File: src/rtl/cnt_seq_ctrl_pkg.sv
// cnt_seq_ctrl_pkg
// Shared definitions for the counter sequencing controller: FSM state
// encodings, run-mode codes and a small helper that gives the initial
// count direction for a mode.
package cnt_seq_ctrl_pkg;

  // Controller states; the encoding is fixed so it can be read from a debug tap.
  typedef enum logic [1:0] {
    ST_IDLE = 2'd0,
    ST_LOAD = 2'd1,
    ST_RUN  = 2'd2
  } state_t;

  // Run-mode codes as presented on the mode input.
  localparam logic [1:0] MODE_ONESHOT  = 2'd0;
  localparam logic [1:0] MODE_PERIODIC = 2'd1;
  localparam logic [1:0] MODE_PINGPONG = 2'd2;
  localparam logic [1:0] MODE_FREE     = 2'd3;

  // Ping-pong starts counting up and free-run always counts up; the others count down.
  function automatic logic start_dir_up(input logic [1:0] md);
    return (md == MODE_PINGPONG) || (md == MODE_FREE);
  endfunction

endpackage

File: src/rtl/updn_cnt_ld.sv
// updn_cnt_ld
// M-bit loadable up/down counter. Priority: clr > L > ce.
// Ports:
//   clk  rising-edge clock
//   clr  asynchronous active-high reset (Q -> 0)
//   ce   count enable
//   up   direction, 1 = count up
//   L    synchronous parallel load of di
//   di   load data
//   Q    counter value
//   TC   terminal count for the current direction (all ones up, zero down)
//   CEO  ce & TC, cascade enable for a following stage
module updn_cnt_ld #(
  parameter int M = 4
) (
  input  logic         clk,
  input  logic         clr,
  input  logic         ce,
  input  logic         up,
  input  logic         L,
  input  logic [M-1:0] di,
  output logic [M-1:0] Q,
  output logic         TC,
  output logic         CEO
);

  // Count register: load wins over count, reset wins over both.
  always_ff @(posedge clk or posedge clr) begin
    if (clr) begin
      Q <= {M{1'b0}};
    end else if (L) begin
      Q <= di;
    end else if (ce) begin
      if (up) begin
        Q <= Q + {{(M-1){1'b0}}, 1'b1};
      end else begin
        Q <= Q - {{(M-1){1'b0}}, 1'b1};
      end
    end else begin
      Q <= Q;
    end
  end

  assign TC  = up ? (&Q) : (~|Q);
  assign CEO = ce & TC;

endmodule

File: src/rtl/cnt_seq_ctrl.sv
// cnt_seq_ctrl
// Sequencing controller for a loadable up/down counter. Adds a prescaler
// and four run modes (one-shot, periodic reload, ping-pong, free-run) with
// a start/stop/done handshake.
// Ports:
//   clk       rising-edge clock
//   clr       asynchronous active-high reset
//   start     begins a run when idle (level, sampled at posedge)
//   stop      aborts a run in LOAD or RUN (level, sampled at posedge)
//   mode      0 one-shot down, 1 periodic down, 2 ping-pong, 3 free-run up
//   load_val  initial / reload count
//   presc     one counter step every presc+1 cycles
//   q         counter value
//   dir       current count direction (1 = up)
//   busy      controller not idle
//   tick      terminal-event pulse (combinational)
//   done      registered one-cycle pulse at one-shot completion
module cnt_seq_ctrl
  import cnt_seq_ctrl_pkg::*;
#(
  parameter int M  = 4,
  parameter int PW = 8
) (
  input  logic          clk,
  input  logic          clr,
  input  logic          start,
  input  logic          stop,
  input  logic [1:0]    mode,
  input  logic [M-1:0]  load_val,
  input  logic [PW-1:0] presc,
  output logic [M-1:0]  q,
  output logic          dir,
  output logic          busy,
  output logic          tick,
  output logic          done
);

  state_t        state_r;
  logic [PW-1:0] pcnt_r;
  logic [1:0]    mode_r;
  logic [M-1:0]  load_r;
  logic [PW-1:0] presc_r;
  logic          dir_r;
  logic          done_r;

  logic          en_step_s;
  logic          tc_s;
  logic          term_s;
  logic          ce_s;
  logic          ld_s;
  logic [M-1:0]  di_s;
  logic          tick_s;
  logic [M-1:0]  cnt_q_s;
  logic          cnt_tc_unused_s;
  logic          cnt_ceo_unused_s;

  // The counter's own TC/CEO are not used: TC is recomputed here from dir_r
  // and q so the terminal decision and the direction register never disagree.
  updn_cnt_ld #(.M(M)) u_cnt (
    .clk (clk),
    .clr (clr),
    .ce  (ce_s),
    .up  (dir_r),
    .L   (ld_s),
    .di  (di_s),
    .Q   (cnt_q_s),
    .TC  (cnt_tc_unused_s),
    .CEO (cnt_ceo_unused_s)
  );

  // Counter control decode; stop suppresses any step, load or tick on its edge.
  always_comb begin
    en_step_s = (pcnt_r == presc_r);
    tc_s      = dir_r ? (cnt_q_s == {M{1'b1}}) : (cnt_q_s == {M{1'b0}});
    term_s    = en_step_s & tc_s;
    ce_s      = 1'b0;
    ld_s      = 1'b0;
    di_s      = load_r;
    tick_s    = 1'b0;
    case (state_r)
      ST_IDLE: begin
        ce_s = 1'b0;
      end
      ST_LOAD: begin
        if (stop) begin
          ld_s = 1'b0;
        end else begin
          ld_s = 1'b1;
        end
      end
      ST_RUN: begin
        if (stop) begin
          ce_s = 1'b0;
        end else begin
          tick_s = term_s;
          case (mode_r)
            MODE_FREE: begin
              // Free-run wraps through the counter's natural rollover.
              ce_s = en_step_s;
            end
            MODE_PERIODIC: begin
              // Reload replaces the step so the count never wraps.
              ce_s = en_step_s & ~tc_s;
              ld_s = term_s;
            end
            default: begin
              // One-shot and ping-pong hold q on the terminal step.
              ce_s = en_step_s & ~tc_s;
            end
          endcase
        end
      end
      default: begin
        ce_s = 1'b0;
      end
    endcase
  end

  // Controller FSM, prescaler, shadow registers and registered flags.
  always_ff @(posedge clk or posedge clr) begin
    if (clr) begin
      state_r <= ST_IDLE;
      pcnt_r  <= {PW{1'b0}};
      mode_r  <= 2'd0;
      load_r  <= {M{1'b0}};
      presc_r <= {PW{1'b0}};
      dir_r   <= 1'b0;
      done_r  <= 1'b0;
    end else begin
      done_r <= 1'b0;
      case (state_r)
        ST_IDLE: begin
          if (start && !stop) begin
            state_r <= ST_LOAD;
            mode_r  <= mode;
            load_r  <= load_val;
            presc_r <= presc;
          end else begin
            state_r <= ST_IDLE;
          end
        end
        ST_LOAD: begin
          if (stop) begin
            state_r <= ST_IDLE;
          end else begin
            state_r <= ST_RUN;
            pcnt_r  <= {PW{1'b0}};
            dir_r   <= start_dir_up(mode_r);
          end
        end
        ST_RUN: begin
          if (stop) begin
            state_r <= ST_IDLE;
          end else begin
            if (en_step_s) begin
              pcnt_r <= {PW{1'b0}};
            end else begin
              pcnt_r <= pcnt_r + {{(PW-1){1'b0}}, 1'b1};
            end
            if (term_s) begin
              case (mode_r)
                MODE_ONESHOT: begin
                  state_r <= ST_IDLE;
                  done_r  <= 1'b1;
                end
                MODE_PINGPONG: begin
                  dir_r <= ~dir_r;
                end
                default: begin
                  state_r <= ST_RUN;
                end
              endcase
            end else begin
              state_r <= ST_RUN;
            end
          end
        end
        default: begin
          state_r <= ST_IDLE;
        end
      endcase
    end
  end

  assign q    = cnt_q_s;
  assign dir  = dir_r;
  assign busy = (state_r != ST_IDLE);
  assign tick = tick_s;
  assign done = done_r;

endmodule

File: config.mk
export PLATFORM = sky130hd
export DESIGN_NAME = cnt_seq_ctrl
export DESIGN_NICKNAME = d
export VERILOG_FILES = /design/src/rtl/cnt_seq_ctrl_pkg.sv /design/src/rtl/updn_cnt_ld.sv /design/src/rtl/cnt_seq_ctrl.sv
export SDC_FILE = /design/constraint.sdc
export NUM_CORES = 1
export LEC_CHECK = 0
export CORE_MARGIN = 3
export CORE_UTILIZATION = 48
export CTS_CLUSTER_DIAMETER = 80
export DETAILED_ROUTE_END_ITERATION = 10
export GPL_ROUTABILITY_DRIVEN = 0
export GPL_TIMING_DRIVEN = 0
export PLACE_DENSITY = 0.75
export SLEW_MARGIN = 0
export SYNTH_ARGS = -nofsm -noshare
export SYNTH_HDL_FRONTEND = slang
export SYNTH_SLANG_ARGS = --single-unit
File: constraint.sdc
create_clock -name clk -period 2.3 [get_ports clk]
set_input_delay 0.46 -clock clk [delete_from_list [all_inputs] [get_ports clk]]
set_output_delay 0.46 -clock clk [all_outputs]
set_load 0.01 [all_outputs]
==> metrics.md <==
| Metric | Value |
|---|---|
| Number of max-slew violations in the final report | 0 |
| Worst ir drop on vdd | 0.517 mV |
| Top-count cell post-synth | sky130_fd_sc_hd__dfrtp_1 |
| Clk Tree Root Cell | sky130_fd_sc_hd__clkbuf_8 |
| Initial Utilization | 51.2% |
| Gate power share | 32.6% |
| CTS Hold Buffers Added | 0 |
| Dpl ws | -0.248 ns |
| Die Area | 0.00443 mm^2 |
| Half-perimeter wire length after detailed placement | 2700 um |
| Worst setup SP type | register |
| Antenna violations before repair | 0 |
| Area share of the largest cell type after synthesis | 42.6% |
| Maximum count of clock buffers along a single path | 2 |
| Power per cell area | 794 mW/mm^2 |
| Insertion delay to the later sink of the worst-skew pair | 0.29 ns |
| Most common flop cell mapped by yosys | sky130_fd_sc_hd__dfrtp_1 |
| Row count | 21 |
| Hold wc startpoint | di_s[2] |
| Post-route total power | 1.76 mW |
| Global-route wire length before repair | 6380 um |
| Largest net degree at the start of global routing | 31 |
| End point of the worst hold path | u_cnt.Q[2] |
| Critical path, cell by cell | nor4_2, mux2i_1, or2_1, or4_4, mux2_4 |
| Number of diodes added for antenna fixing | 0 |
| Fraction of layout cells with a size suffix above 1 | 24.4% |
| Synth-to-layout area growth | 25.9% |
| Clock transition at path regs | 0.06 ns |
| Signal arrival time at the worst endpoint | 2.41 ns |
| Via count | 1,385 |
| Clock sinks | 30 |
| Cell area after placement | 0.00207 mm^2 |
| Time the worst path needs with I/O delays and setup | 2.24 ns |
| Sequential area share after synthesis | 42.6% |
| Reg-to-reg setup timing slack | 0.06 ns |
| Max frequency | 0.446 GHz |
| Clock buffers created by TritonCTS | 5 |
| First-pass detailed-route iteration total | 4 |
| Switching component of the power | 0.586 mW |
| Number of remaining DRC errors | 0 |
| Vias in the first global route | 1,380 |
| Internal power of the cells | 1.17 mW |
| Post-synth top cells | sky130_fd_sc_hd__dfrtp_1 (30), sky130_fd_sc_hd__mux2_2 (20), sky130_fd_sc_hd__nand2_1 (10), sky130_fd_sc_hd__inv_1 (9), sky130_fd_sc_hd__xor2_1 (8) |
| FF-to-FF Start | u_cnt.Q[3] |
| Proportion of register bits with asynchronous set or reset after synthesis | 100% |
| Clock share of power | 25.3% |
| Iteration-0 DRC count of the detailed router | 79 |
| Mapped Nets | 185 |
| Kind of cell adding the most delay to the critical path | simple AND/OR/NAND/NOR gates |
| Fin crit share | 97.5% |
| Crit path buffers/inverters | 0 |
| Final critical-path setup slack | 0.0585 ns |
| Post-synthesis instance area | 0.00176 mm^2 |
| Overall Global Routing Usage | 19.2% |
| Count of flip-flops with a built-in enable after synthesis | 0 |
| Sequential cell fraction of total power | 42.0% |
| Final ANT Viol Nets | 0 |
| Maximum fanout along the worst path | 4 |
| Master of the slowest instance on the critical path | sky130_fd_sc_hd__or4_4 |
| Delay of the slowest critical-path stage | 0.48 ns |
| Port bufs | 25 |
| Setup-violating endpoint count in the final report | 0 |
| Die W | 66.6 um |
| Leakage component of the power | 0.955 nW |
| Worst slew slack as a fraction of its limit | 23.7% |
| R2R depth | 5 |
| Clock H-tree levels | 2 |
| Slew at the pin closest to its max-slew limit | 1.14 ns |
| Cells taking the most area after synthesis | sky130_fd_sc_hd__dfrtp_1 (43%), sky130_fd_sc_hd__mux2_2 (13%), sky130_fd_sc_hd__ha_1 (5.0%) |
| Final Hold Fails | 0 |
| Fin area | 0.00222 mm^2 |
| Area inside the core boundary | 0.00344 mm^2 |
| Average vias per placed instance | 5.70 |
| Number of max-cap violations | 0 |
| Number of standard cells after synthesis | 159 |
| Switching portion of total power | 33.3% |
| Outcome | completed |
| Hold Crit Class | register to register |
| Synth unique cells | 41 |
| Boundary pin count | 26 |
| Sum of overflow across all layers after global routing | 0 |
| Flip-flop and latch count after synthesis | 30 |
| Start-to-end type of the worst setup path | register to register |
| Instance count along the most critical hold path | 1 |
| Avg Cell Area, Syn | 11.1 um^2 |
| CTS tree | yes |
| Reg-to-Reg End | state_r[0] |
| Kind of end point of the critical path | register |
| Yosys top cell by area | sky130_fd_sc_hd__dfrtp_1 |
| Required time worst endpoint | 2.47 ns |
| Drt total wl | 3850 um |
| Post-DR wirelength/cell | 15.8 um |
| Die Ht | 66.6 um |
| Warnings from Yosys | 0 |
| Final Net Count | 222 |
| Worst Skew | 0.0124 ns |
-- logic make-up after synthesis --
family | after synthesis | share of synthesized area, %
flops | 30 | 42.6
buf+inv | 14 | 3.83
fa+ha+maj | 8 | 6.11
compound gates | 25 | 9.45
mux | 25 | 15.9
simple gates | 46 | 16.2
xor+xnor | 11 | 5.90
-- layer usage --
layer | vias to the layer above | global-route usage, % | wire (um) | part of all wire [%]
met5 | - | 0 | 0 | 0
li1 | 647 | - | - | -
met1 | 671 | 23.4 | 1610 | 42
met2 | 57 | 30.7 | 1890 | 49
met3 | 10 | 5.56 | 268 | 7.0
met4 | 0 | 9.90 | 81 | 2.1
-- worst reg2reg max path: stages, from the launching register on --
cell and delay [ns]:
sky130_fd_sc_hd__dfrtp_1 0.44, sky130_fd_sc_hd__nor4_2 0.41, sky130_fd_sc_hd__mux2i_1 0.23, sky130_fd_sc_hd__or2_1 0.27
sky130_fd_sc_hd__or4_4 0.48, sky130_fd_sc_hd__mux2_4 0.30
-- power groups by stage --
stage	registers (mW)	logic, mW	clock network, mW
after floorplan	0.731	0.350	0
after global placement	0.736	0.508	0
after detailed placement	0.744	0.536	0
after CTS	0.732	0.561	0.454
after global routing	0.760	0.629	0.479
final	0.740	0.574	0.446
-- sequential cells by signal (all words and copies together) (netlist names) --
name,flops
di_s,4
dir,1
done,1
mode_r,2
pcnt_r,8
presc_r,8
state_r,2
u_cnt.Q,4
-- worst max-delay path by stage --
stage | to | from | cells after the start | slack [ns]
3_5_place_dp | tick | pcnt_r[4] | 6 | -0.25
5_1_grt | state_r[0] | dir | 5 | -0.05
4_1_cts | tick | u_cnt.Q[3] | 4 | 0.05
2_1_floorplan | u_cnt.Q[1] | state_r[0] | 8 | 0.18
6_report | state_r[0] | u_cnt.Q[3] | 5 | 0.06
3_3_place_gp | tick | pcnt_r[4] | 6 | -0.25
-- cells in the final DEF, fill, tap and decap left out, types with 2 or more instances in the layout --
cell and count:
sky130_fd_sc_hd__a211oi_1 2, sky130_fd_sc_hd__a21oi_1 4, sky130_fd_sc_hd__a31oi_1 2, sky130_fd_sc_hd__and3_1 3, sky130_fd_sc_hd__buf_4 6, sky130_fd_sc_hd__buf_6 2
sky130_fd_sc_hd__clkbuf_1 3, sky130_fd_sc_hd__clkbuf_8 6, sky130_fd_sc_hd__clkdlybuf4s50_1 24, sky130_fd_sc_hd__dfrtp_1 30, sky130_fd_sc_hd__ha_1 6, sky130_fd_sc_hd__inv_1 9
sky130_fd_sc_hd__mux2_2 20, sky130_fd_sc_hd__mux2i_1 4, sky130_fd_sc_hd__nand2_1 10, sky130_fd_sc_hd__nand2b_1 2, sky130_fd_sc_hd__nand3_1 6, sky130_fd_sc_hd__nand4_1 3
sky130_fd_sc_hd__nor2_1 7, sky130_fd_sc_hd__nor4_4 2, sky130_fd_sc_hd__o21ai_0 7, sky130_fd_sc_hd__o22ai_1 2, sky130_fd_sc_hd__o31ai_1 2, sky130_fd_sc_hd__or3_1 2
sky130_fd_sc_hd__xnor2_1 2, sky130_fd_sc_hd__xor2_1 8
-- stage by stage --
stage | TNS, ns | utilization, % | cells | hold slack (ns)
2_1_floorplan | 0 | - | 159 | 0.474
3_3_place_gp | -1.34 | 60.1 | 230 | 0.491
3_5_place_dp | -1.43 | 60.1 | 230 | 0.495
4_1_cts | 0 | 64.2 | 243 | 0.523
5_1_grt | -0.0517 | 64.4 | 243 | 0.539
6_report | 0 | 64.4 | 243 | 0.518
-- area by class of cell --
| type | count | area (um^2) |
|---|---|---|
| fillers | 280 | 1220 |
| multi-input cells | 115 | 963 |
| flip-flops and latches | 30 | 751 |
| repair buffers | 31 | 290 |
| clock buffers | 7 | 86.3 |
| well taps | 46 | 57.6 |
| inverters | 9 | 33.8 |
| plain buffers | 4 | 30.0 |
| clock inverters | 1 | 5.00 |
-- timing repair --
action                                  CTS  global route
pin swaps                                 3             1
resized for setup                         5             3
buffers inserted                          6             0
endpoints found under the setup margin    5             3
Note: power is estimated with default switching activity, not from simulation.
